$ cat config.mk
export PLATFORM = sky130hd
export DESIGN_NAME = io_trace_buffer
export DESIGN_NICKNAME = d
export VERILOG_FILES = /design/src/rtl/io_trace_buffer.sv
export SDC_FILE = /design/constraint.sdc
export NUM_CORES = 1
export LEC_CHECK = 0
export BUFFER_PORTS_ARGS = -buffer_cell sky130_fd_sc_hd__buf_4
export CORE_AREA = 2 2 232 234
export DETAILED_ROUTE_END_ITERATION = 16
export DIE_AREA = 0 0 234 236
export SLEW_MARGIN = 40
export SYNTH_ARGS = -nofsm -noshare
export SYNTH_HDL_FRONTEND = slang
export SYNTH_SLANG_ARGS = --single-unit
$ cat constraint.sdc
create_clock -name wb_clk_i -period 8.2 [get_ports wb_clk_i]
set_input_delay 0.82 -clock wb_clk_i [delete_from_list [all_inputs] [get_ports wb_clk_i]]
set_output_delay 0.82 -clock wb_clk_i [all_outputs]
set_load 0.03 [all_outputs]
$ cat src/rtl/io_trace_buffer.sv
// io_trace_buffer: triggered capture of the design pin bus into a FIFO, read back over Wishbone.
module io_trace_buffer #(
  parameter int DEPTH = 16
) (
  input  logic        wb_clk_i,
  input  logic        wb_rst_n,
  input  logic        design_clk_i,
  input  logic [26:0] sample_bus,
  input  logic [31:0] wbs_adr_i,
  input  logic [31:0] wbs_dat_i,
  input  logic        wbs_we_i,
  input  logic        wbs_cyc_i,
  input  logic        wbs_stb_i,
  output logic [31:0] wbs_dat_o,
  output logic        wbs_ack_o,
  output logic        trig_o
);
  localparam int AW = $clog2(DEPTH);
  localparam logic [4:0] DW = 5'(DEPTH);
  typedef enum logic [1:0] {IDLE, ARMED, CAPTURE, DONE} state_t;
  state_t state, state_n;
  logic s1, s2, s3;
  logic [26:0] b1, b2, mask, value;
  logic [26:0] mem [DEPTH];
  logic [4:0] len, len_eff, count, cap_cnt;
  logic [AW-1:0] wr_ptr, rd_ptr;
  logic underflow, accept, ctrl_wr, pop, empty, full, cap_edge, hit, last, push, flush, wr_en;
  logic [31:0] rdata;
  logic unused;
  assign unused = ^{wbs_adr_i[31:4], wbs_adr_i[1:0], wbs_dat_i[31:27]};
  assign accept = wbs_cyc_i & wbs_stb_i & ~wbs_ack_o;
  assign ctrl_wr = accept & wbs_we_i & (wbs_adr_i[3:2] == 2'd0);
  assign pop = accept & ~wbs_we_i & (wbs_adr_i[3:2] == 2'd1);
  assign empty = count == 5'd0;
  assign full = count == DW;
  assign cap_edge = s2 & ~s3;
  assign hit = (b2 & mask) == (value & mask);
  assign len_eff = (len == 5'd0 || len > DW) ? DW : len;
  // capture ends on the LEN-th push or on the push that fills the FIFO
  assign last = (cap_cnt + 5'd1 >= len_eff) || (count == DW - 5'd1 && !pop);
  assign wr_en = push & ~full;
  assign rdata = wbs_adr_i[3:2] == 2'd0 ? {19'b0, len, count, underflow, state} :
                 wbs_adr_i[3:2] == 2'd1 ? (empty ? 32'd0 : {5'b0, mem[rd_ptr]}) :
                 wbs_adr_i[3:2] == 2'd2 ? {5'b0, mask} : {5'b0, value};
  always_comb begin
    state_n = state;
    push = 1'b0;
    flush = 1'b0;
    if (ctrl_wr && wbs_dat_i[1]) state_n = IDLE;
    else if (ctrl_wr && wbs_dat_i[0]) begin
      state_n = ARMED;
      flush = 1'b1;
    end else if (cap_edge && (state == CAPTURE || (state == ARMED && hit))) begin
      push = 1'b1;
      state_n = last ? DONE : CAPTURE;
    end
  end
  always_ff @(posedge wb_clk_i or negedge wb_rst_n) begin
    if (!wb_rst_n) begin
      state <= IDLE;
      {s1, s2, s3} <= 3'b0;
      b1 <= '0;
      b2 <= '0;
      mask <= '0;
      value <= '0;
      len <= '0;
      count <= '0;
      cap_cnt <= '0;
      wr_ptr <= '0;
      rd_ptr <= '0;
      underflow <= 1'b0;
      wbs_ack_o <= 1'b0;
      wbs_dat_o <= '0;
      trig_o <= 1'b0;
    end else begin
      s1 <= design_clk_i;
      s2 <= s1;
      s3 <= s2;
      b1 <= sample_bus;
      b2 <= b1;
      state <= state_n;
      wbs_ack_o <= accept;
      trig_o <= push && state == ARMED;
      if (accept) wbs_dat_o <= rdata;
      if (ctrl_wr) len <= wbs_dat_i[12:8];
      if (accept && wbs_we_i && wbs_adr_i[3:2] == 2'd2) mask <= wbs_dat_i[26:0];
      if (accept && wbs_we_i && wbs_adr_i[3:2] == 2'd3) value <= wbs_dat_i[26:0];
      if (flush) begin
        count <= '0;
        cap_cnt <= '0;
        wr_ptr <= '0;
        rd_ptr <= '0;
        underflow <= 1'b0;
      end else begin
        if (wr_en) wr_ptr <= wr_ptr + AW'(1);
        if (pop && !empty) rd_ptr <= rd_ptr + AW'(1);
        if (pop && empty) underflow <= 1'b1;
        if (push) cap_cnt <= cap_cnt + 5'd1;
        count <= count + {4'b0, wr_en} - {4'b0, pop & ~empty};
      end
    end
  end
  always_ff @(posedge wb_clk_i)
    if (wr_en) mem[wr_ptr] <= b2;
endmodule
# Word level (Yosys, flattened, before mapping)
# Memories as Yosys holds them, arrays and structs flattened.
# Index checks and enable logic that the tools add are counted.
[classes]
bitwise = 16
n_lt_le_gt_ge = 2
n_eq_ne = 8
reduce_logical = 24
n_addsub = 5
mux = 25
[op_table]
columns = ["operator", "count"]
rows = [
  ["27-bit two-way mux", 4],
  ["27-bit AND", 2],
  ["27-bit == test", 1],
  ["5-bit two-way mux", 4],
  ["4-bit two-way mux", 4],
  ["1-bit logical AND", 11],
  ["5-bit logical NOT", 2],
  ["1-bit two-way mux", 10],
  ["1-bit AND", 9],
  ["4-bit by 1-bit adder with 4-bit output (second input constant)", 2],
  ["2-bit nonzero test", 4],
  ["2-bit == test (second input constant)", 3],
  ["2-bit two-way mux", 3],
  ["5-bit by 1-bit adder with 5-bit output", 1],
  ["5-bit by 1-bit adder with 5-bit output (second input constant)", 1],
  ["5-bit by 4-bit == test with 1-bit output (second input constant)", 1],
  ["5-bit == test (second input constant)", 1],
  ["5-bit >= comparator", 1],
  ["5-bit > comparator (second input constant)", 1],
  ["1-bit inverter", 5],
  ["5-bit by 1-bit subtractor with 5-bit output", 1],
  ["2-bit by 1-bit == test with 1-bit output (second input constant)", 2],
  ["1-bit logical OR", 3],
  ["3-bit nonzero test", 1],
  ["other kinds (2)", 3],
]
[totals]
wordCells = 98
ramBits = 432
mem_count = 1
out_inout_bits = 34
register_bits = 171
inputBits = 97
[mem_list]
columns = ["memory", "depth", "width", "rd", "rd_ports_with_merged_regs", "wr", "line_no", "text"]
rows = [
  ["mem", 16, 27, 1, 0, 1, "24", "logic [26:0] mem [DEPTH];"],
]

# Depth between registers and ports, before layout
# Gate-level depths: netlist of run 1.
[depth]
depth_word = 12
ltp_mapped = 17
mapped_depth_nobuf = 16

# Least setup slack after synthesis of run 1
# OpenSTA, ideal clock, no wires.
[synth_path]
kind = "input port to flip-flop"
start = "in wbs_cyc_i"
end = "mem mem[15][0] (enable)"
setup_time_ns = 0.479
path_stages = 8
slack_ns = 2.952
path_buffers = 1
t_arrival_ns = 4.768
required_ns = 7.721
cell_sequence = "nand3b_1 -> clkinv_1 -> nand3_1 -> o21a_1 -> a21boi_2 -> nand2_2 -> buf_2 -> nor4_1"
[synth_via]
elab_chain_cells = 10
word_cells_on_any_way = 11
classes_between = "4 x mux; 5 x bitwise; 2 x reduce/logical"
[synth_rtl]
columns = ["element", "line_no", "text"]
rows = [
  ["from (decl)", "12", "input logic wbs_cyc_i,"],
  ["1-bit AND * (2 in a row)", "31", "assign accept = wbs_cyc_i & wbs_stb_i & ~wbs_ack_o;"],
  ["1-bit AND * (2 in a row)", "32", "assign ctrl_wr = accept & wbs_we_i & (wbs_adr_i[3:2] == 2'd0);"],
  ["1-bit logical AND", "50", "else if (ctrl_wr && wbs_dat_i[0]) begin"],
  ["1-bit two-way mux", "50", ""],
  ["1-bit two-way mux *", "49", "if (ctrl_wr && wbs_dat_i[1]) state_n = IDLE;"],
  ["1-bit AND *", "41", "assign wr_en = push & ~full;"],
  ["1-bit two-way mux *", "104", "if (wr_en) mem[wr_ptr] <= b2;"],
  ["1-bit two-way mux (implied by the code) *", "104", ""],
  ["to (decl)", "24", ""],
]
# Mark *: on every way between the ends. The rest lies on a longest branch, timed or not.

# Worst setup path after layout of run 1
[layout_path]
start = "reg wbs_ack_o"
end = "reg count[4]"
[layout_via]
elab_chain_cells = 11
word_cells_on_any_way = 17
classes_between = "2 x add/sub; 5 x mux; 8 x bitwise; 2 x reduce/logical"
[layout_rtl]
columns = ["element", "line_no", "text"]
rows = [
  ["from (decl)", "15", "output logic wbs_ack_o,"],
  ["from (signal assigned)", "82", "wbs_ack_o <= accept;"],
  ["1-bit inverter *", "31", ""],
  ["1-bit AND *", "31", ""],
  ["1-bit AND (2 in a row)", "32", ""],
  ["1-bit logical AND", "50", ""],
  ["1-bit two-way mux", "50", ""],
  ["1-bit two-way mux", "49", ""],
  ["1-bit AND", "41", ""],
  ["5-bit by 1-bit adder with 5-bit output", "99", "count <= count + {4'b0, wr_en} - {4'b0, pop & ~empty};"],
  ["5-bit by 1-bit subtractor with 5-bit output", "99", ""],
  ["5-bit two-way mux *", "88", "if (flush) begin"],
  ["to (signal assigned)", "99", ""],
  ["to (decl)", "25", "logic [4:0] len, len_eff, count, cap_cnt;"],
]
# Marks and branches as above.
# A chain may end at the register's enable or synchronous reset.

==> run metrics, run 1 <==
count leader, synth edfxtp_1; DRC viols 0; CTS tree built; Final Wtd Congestion 0.777; Rel. slew slack 0.451; PostCTS Resize Cnt 0; CTS Buf Count 61; Post-synth top cells edfxtp_1, dfrtp_1, mux4_2; Worst Skew 0.0278 ns; Mapped Cells 1208; post-synth top area share 0.551; pin count of the biggest net entering global routing 108; Fin Setup TNS 0 ns; Core ar. 53100 um^2; max_cap viols 0; Post-synth EDFFs 432; I/O pin count 131; Post-CTS Setup Repair Bufs 0; Net Sw Power 2300 uW; total chip power 8330 uW; htree depth 2; clk root buf clkbuf_16; die area 55200 um^2; register area share after synthesis 0.728; Clk Latency, worst-skew pair 0.63 ns; initial DRC count 1046; Crit path required time 8.74 ns; synth warn 0; Switching Fraction 0.276; die height 236 um; CP endpoint kind register; unrepaired setup endpoints after global routing no; Post-Syn Area 23500 um^2; Final #Nets 1451; Final Non-Filler Cells 2082; Slew @ Worst Pin 0.823 ns; status complete, no violations; GR Overflow Total 0; dpl hpwl 32000 um; sequential power share 0.454; Gate power share 0.207; worst min path class in2async; WHS 0.194 ns; CTS Buffer Depth 3; number of cell rows 85; max-slew violation count 0; # port buffers 90; DR pass1 iterations 5; FMAX 214 MHz; final WL 56000 um; drt wl/cell 26.9 um; ys flop type edfxtp_1; CP startpoint kind register; CP max FO 31; # diodes 0; Clk pwr share 0.338; Max VDD drop 0.183 mV; clk sinks 598; Lkg Pwr 0.00961 uW; number of global-route vias before repair 12400; gr usage total 0.209; via count 12000; Initial Util 0.443; WP data arrival 5.21 ns; final setup fails 0; post-synth top area cell edfxtp_1; Int Pwr 6030 uW; Cells after DPL 1967; antenna-violating nets left 0; share of synthesized registers carrying an async set or reset 0.278; via/cell ratio 5.75; Setup WS pre-CTS 2.99 ns; Synth area leaders edfxtp_1, dfrtp_1, mux4_2; Post-CTS Hold Fix Bufs 0; share of layout cells above drive strength 1 0.320; r2r worst-path depth 17; Tmin final 4.67 ns; Synth cell types 53; total power per unit cell area 305 nW/um^2; Setup Crit Path Kind reg2reg; die width 234 um; clk slew on worst S/H paths 0.06 ns; FF+latch count, synth 598; initial antenna violation count 0; Worst Setup Slack, final 3.53 ns; global-route wire length before repair 83200 um; Area Growth Syn to Fin 15.9%; syn_area_per_cell 19.5 um^2; final hold vios 0; fin crit share 0.570
## metal layers
layer,vias to the layer above,GRT usage,part of all wire
met5,-,0,0
met4,0,0.0641,0.028
li1,5096,-,-
met3,85,0.0319,0.048
met1,6482,0.295,0.43
met2,311,0.336,0.49
## cell families (layout without fill, tap and decap cells)
family	Yosys count	in the layout	share of synthesized area
xor+xnor	35	35	0.0130
buf+inv	82	256	0.0161
mux	218	218	0.168
fa+ha+maj	20	20	0.0110
flops	598	598	0.728
other cells	1	5	0.000159
simple gates	143	143	0.0297
compound gates	111	111	0.0340
## final cells by class
class	count	area (um^2)
well taps	696	871
flip-flops and latches	598	17100
clock inverters	23	246
inverters	19	71.3
clock buffers	92	1820
fillers	4218	25800
multi-input cells	532	6150
repair buffers	122	968
## worst max-delay path, cell delays in order (launching register included)
cell      delay (ns)
dfrtp_1         0.34
nand3b_1        0.10
buf_4           0.42
clkinv_1        0.62
nand3_1         0.45
o21a_1          0.32
a21boi_2        0.31
nand2_2         0.34
ha_1            0.43
inv_1           0.04
ha_1            0.19
inv_1           0.08
fa_1            0.21
inv_1           0.05
a21oi_1         0.12
nor2_1          0.07
or3_1           0.34
a21oi_1         0.15
## state kept, by name, indices dropped and copies added, names as in the netlist
| signal | count |
|---|---|
| mem | 432 |
| b1 | 27 |
| b2 | 27 |
| mask | 27 |
| value | 27 |
| wbs_dat_o | 27 |
| cap_cnt | 5 |
| count | 5 |
| len | 5 |
| rd_ptr | 4 |
| wr_ptr | 4 |
| state | 2 |
| s1 | 1 |
| s2 | 1 |
| s3 | 1 |
| trig_o | 1 |
| underflow | 1 |
| wbs_ack_o | 1 |
## path summary, 6_finish.rpt
path | from | to | slack (ns)
worst max-delay path | wbs_ack_o | count[4] | 3.53
worst min-delay path | wb_rst_n | rd_ptr[1] | 0.19
worst max register to register | wbs_ack_o | count[4] | 3.53
worst min register to register | b1[25] | b2[25] | 0.34
max in group asynchronous | wb_rst_n | mask[22] | 6.95
min in group wb_clk_i | sample_bus[6] | b1[6] | 0.29
## power by group through the flow
stage	registers [uW]	clock network, uW	logic [uW]
finish	3780	2820	1730
global route	3820	3000	1870
CTS	3790	2870	1750
detailed placement	3850	0	1750
global placement	3840	0	1730
floorplan	3710	0	1340
## layout by cell type, fill, tap and decap left out, types with 14 or more instances in the layout
cell | Yosys | routed
nor2_1 | 18 | 17
nand2_1 | 55 | 55
mux4_2 | 135 | 135
clkbuf_16 | 0 | 67
mux2i_1 | 20 | 20
nand3_1 | 20 | 20
inv_1 | 17 | 17
mux2_2 | 63 | 63
o21ai_0 | 21 | 21
dfrtp_1 | 166 | 163
clkbuf_1 | 36 | 19
xor2_1 | 31 | 31
nor4_2 | 0 | 16
ha_1 | 19 | 19
a22o_1 | 14 | 14
o211ai_1 | 14 | 14
edfxtp_1 | 432 | 432
buf_4 | 15 | 116
## through the flow
step,cell area (um^2),util
global placement,25100,0.474
CTS,27300,0.514
finish,27300,0.514
floorplan,23500,-
global route,27300,0.514
detailed placement,25200,0.475
Power figures use the tool's default switching activity.
==> inputs of run 2 (changes only) <==
==> constraint.sdc (replaced) <==
create_clock -name wb_clk_i -period 4.5 [get_ports wb_clk_i]
set_input_delay 0.45 -clock wb_clk_i [delete_from_list [all_inputs] [get_ports wb_clk_i]]
set_output_delay 0.45 -clock wb_clk_i [all_outputs]
set_load 0.03 [all_outputs]
==> run metrics, run 2 (synthesized netlist as in run 1, its figures left out) <==
Clk pwr share 0.339; sequential power share 0.445; Reg area 17100 um^2; CTS Buffer Depth 3; Initial Util 0.443; Int Pwr 11200 uW; Slew @ Worst Pin 0.842 ns; clk sinks 598; antenna-violating nets left 0; drt wl/cell 26.3 um; slowest stage cell, crit path dfrtp_1; Final Wtd Congestion 0.805; unrepaired setup endpoints after global routing no; Core ar. 53100 um^2; pin count of the biggest net entering global routing 108; most frequent cells in the layout edfxtp_1, dfrtp_1, mux4_2, buf_4, clkbuf_16; CP max FO 17; Worst Path Buf+Inv 3; fin crit share 0.808; htree depth 3; global-route wire length before repair 83500 um; CTS tree built; final setup fails 0; Area Growth Syn to Fin 18.5%; via/cell ratio 5.68; Post-CTS Hold Fix Bufs 29; CTS Buf Count 66; status complete, no violations; Rel. slew slack 0.439; clk root buf clkbuf_16; number of global-route vias before repair 12600; I/O pin count 131; Critical Path Most Common Cell inv_1; GR Overflow Total 0; die width 234 um; share of layout cells above drive strength 1 0.321; number of cell rows 85; final hold vios 0; max_cap viols 0; Lkg Pwr 0.00987 uW; Clk Latency, worst-skew pair 0.59 ns; FMAX 275 MHz; Crit path required time 4.99 ns; initial DRC count 955; # port buffers 90; Final #Nets 1506; total power per unit cell area 551 nW/um^2; CP Cell Sequence xor2_1 > a22oi_1 > nand4_1 > o41ai_4 > nand2_2 > ha_1 > inv_1 > ha_1 > inv_1 > fa_1 > inv_1 > a21oi_1 > nor2_1 > or3_1 > a21oi_1; final WL 56200 um; # fillers 4183; DRC viols 0; total chip power 15400 uW; CP endpoint kind register; Post-CTS Setup Repair Bufs 0; area of the multi-input gates 6160 um^2; CP top delay family compound AO/OA/AOI/OAI gates; # diodes 0; initial antenna violation count 0; Largest register FFs 432; Max VDD drop 0.316 mV; PostCTS Resize Cnt 0; clk slew on worst S/H paths 0.06 ns; die area 55200 um^2; Reg with most FFs mem; Setup Crit Path Kind reg2reg; via count 12100; WP data arrival 4.13 ns; DR pass1 iterations 5; Gate power share 0.216; die height 236 um; dpl hpwl 32900 um; max-slew violation count 0; CP startpoint kind register; gr usage total 0.210; Net Sw Power 4210 uW; Switching Fraction 0.274; final core utilization 0.525; max incr delay on CP 0.55 ns; most common cell after layout, fill and taps aside edfxtp_1; Worst Skew 0.0180 ns; Tmin final 3.64 ns; worst min path class in2reg
## run 2: layer usage
layer | global-route usage | vias up | part of all wire
met3 | 0.0370 | 77 | 0.060
met4 | 0.0600 | 0 | 0.020
li1 | - | 5198 | -
met5 | 0 | - | 0
met1 | 0.301 | 6492 | 0.44
met2 | 0.332 | 361 | 0.49
## run 2: power by group through the flow
stage / combinational (uW) / clock [uW] / sequential (uW)
2_1_floorplan: 2430 / 0 / 6760
3_3_place_gp: 3300 / 0 / 6930
3_5_place_dp: 3340 / 0 / 6940
4_1_cts: 3380 / 5350 / 6840
5_1_grt: 3580 / 5590 / 6890
6_report: 3330 / 5210 / 6830
## run 2: worst paths after layout
| check | depth (start not counted) | slack (ns) | endpoint | from |
|---|---|---|---|---|
| max | 15 | 0.86 | count[4] | b2[22] |
| min | 3 | 0.1 | len[0] | wbs_dat_i[8] |
| max reg2reg | 15 | 0.86 | count[4] | b2[22] |
| min reg2reg | 0 | 0.34 | b2[9] | b1[9] |
| max in group asynchronous | 3 | 3.16 | b2[1] | wb_rst_n |
| min in group asynchronous | 2 | 0.43 | wbs_dat_o[3] | wb_rst_n |
## run 2: worst reg2reg max path, delay by kind of cell, from the launching register on
| family | cells | cell delay (ns) |
|---|---|---|
| buf+inv | 3 | 0.17 |
| simple gates | 4 | 0.82 |
| compound gates | 4 | 1.09 |
| xor+xnor | 1 | 0.24 |
| flops | 1 | 0.55 |
| fa+ha+maj | 3 | 0.69 |
## run 2: layout make-up
cell class	count	area share
clock inverters	25	0.00947
flip-flops and latches	598	0.615
inverters	19	0.00256
repair buffers	172	0.0561
multi-input cells	532	0.221
well taps	696	0.0312
clock buffers	92	0.0650
## run 2: stage by stage
step / setup TNS [ns] / instances / setup WS [ns] / instance area, um^2 / hold WS (ns)
floorplan: -179.53 / 1212 / -0.494 / 23500 / 0.154
global placement: 0 / 1987 / 0.844 / 25500 / 0.333
detailed placement: 0 / 1988 / 0.817 / 25500 / 0.335
CTS: 0 / 2134 / 0.771 / 27900 / 0.0678
global route: 0 / 2134 / 0.609 / 27900 / 0.0878
finish: 0 / 2134 / 0.863 / 27900 / 0.0985
==> inputs of run 3 (changes only) <==
==> constraint.sdc (replaced) <==
create_clock -name wb_clk_i -period 3.7 [get_ports wb_clk_i]
set_input_delay 0.37 -clock wb_clk_i [delete_from_list [all_inputs] [get_ports wb_clk_i]]
set_output_delay 0.37 -clock wb_clk_i [all_outputs]
set_load 0.03 [all_outputs]
==> run metrics, run 3 (synthesized netlist as in run 1, its figures left out) <==
global-route wire length before repair 87600 um; DRC viols 0; most frequent cells in the layout edfxtp_1, dfrtp_1, buf_4, mux4_2; Clk Latency, worst-skew pair 0.63 ns; Crit path required time 4.25 ns; Worst Skew 0.0267 ns; total chip power 18600 uW; max_cap viols 0; Area Growth Syn to Fin 21.0%; hold path depth 2; number of global-route vias before repair 13000; # port buffers 90; max-slew violation count 0; Lkg Pwr 0.0102 uW; dpl hpwl 36500 um; r2r worst-path depth 15; Critical R2R Launch b2[11]; antenna-violating nets left 0; most common cell after layout, fill and taps aside edfxtp_1; # diodes 0; worst reg2reg setup slack 0.28 ns; die height 236 um; Reg with most FFs mem; die width 234 um; drt wl/cell 26.8 um; final hold vios 0; via count 12500; worst min path class in2reg; htree depth 2; Setup Crit Path Kind reg2reg; share of layout cells above drive strength 1 0.340; Initial Util 0.443; Final #Nets 1562; Max VDD drop 0.427 mV; gr usage total 0.221; hold worst-path end mask[2]; Largest register FFs 432; FMAX 292 MHz; Slew @ Worst Pin 0.789 ns; fin crit share 0.925; clk root buf clkbuf_16; unrepaired setup endpoints after global routing no; pin count of the biggest net entering global routing 88; Rel. slew slack 0.469; WP data arrival 3.97 ns; die area 55200 um^2; DR pass1 iterations 5; GR Overflow Total 0; total power per unit cell area 654 nW/um^2; fin area 28500 um^2; DP Area 26000 um^2; initial DRC count 1201; Final Wtd Congestion 0.778; initial antenna violation count 0; final setup fails 0; clk slew on worst S/H paths 0.06 ns; CTS tree built; CP startpoint kind register; via/cell ratio 5.70; I/O pin count 131; r2r endpoint count[4]; CTS Buffer Depth 3; Cells after DPL 2028; CP endpoint kind register; Core ar. 53100 um^2; Final Non-Filler Cells 2194; number of cell rows 85; status complete, no violations; Tmin final 3.42 ns; PostCTS Resize Cnt 0; CP max FO 17; clk sinks 598; final WL 58900 um; CTS Buf Count 61; Worst Hold Launch wbs_dat_i[2]
## run 3: report_power, final
group / total (uW) / switching [uW] / internal, uW
logic: 4280 / 2060 / 2220
clock network: 6050 / 2560 / 3490
registers: 8290 / 621 / 7670
## run 3: per-layer routing
| layer | part of all wire | vias up | track usage |
|---|---|---|---|
| li1 | - | 5337 | - |
| met1 | 0.43 | 6709 | 0.318 |
| met2 | 0.50 | 380 | 0.358 |
| met3 | 0.054 | 75 | 0.0317 |
| met4 | 0.020 | 0 | 0.0529 |
| met5 | 0 | - | 0 |
## run 3: cell type report
cell class | count | area [um^2]
well taps | 696 | 871
clock buffers | 74 | 1640
clock inverters | 42 | 345
inverters | 19 | 71.3
flip-flops and latches | 598 | 17100
repair buffers | 233 | 2180
multi-input cells | 532 | 6230
fillers | 4182 | 24600
## run 3: stage by stage
| step | utilization | setup WS, ns | TNS, ns | hold WS [ns] |
|---|---|---|---|---|
| 2_1_floorplan | - | -1.12 | -210.82 | 0.0744 |
| 4_1_cts | 0.536 | 0.240 | 0 | 0.00231 |
| 3_3_place_gp | 0.489 | 0.308 | 0 | 0.334 |
| 6_report | 0.536 | 0.277 | 0 | 0.0258 |
| 5_1_grt | 0.536 | 0.00258 | 0 | 0.00247 |
| 3_5_place_dp | 0.489 | 0.272 | 0 | 0.335 |
## run 3: timing repair
item                                    CTS  global route
endpoints found under the setup margin    0             0
buffers inserted                          0             0
hold buffers                             49             0
hold endpoints to repair                153             0
## run 3: worst max-delay path by stage
stage	from	to	cells past startpoint
after floorplan	wbs_ack_o	mem[13][0]	7
after global placement	b2[3]	count[4]	15
after detailed placement	b2[11]	count[4]	15
after CTS	b2[11]	count[4]	15
after global routing	b2[9]	count[4]	16
final	b2[11]	count[4]	15
## run 3: worst max-delay path, stage by stage, from the launching register on
cell and delay, ns:
dfrtp_1 0.77, xor2_1 0.14, a22oi_1 0.30, nand4_1 0.21
o41ai_4 0.28, nand2_2 0.13, ha_1 0.30, inv_1 0.04
ha_1 0.19, inv_1 0.08, fa_1 0.20, inv_1 0.05
a21oi_1 0.12, nor2_1 0.07, or3_1 0.34, a21oi_1 0.15
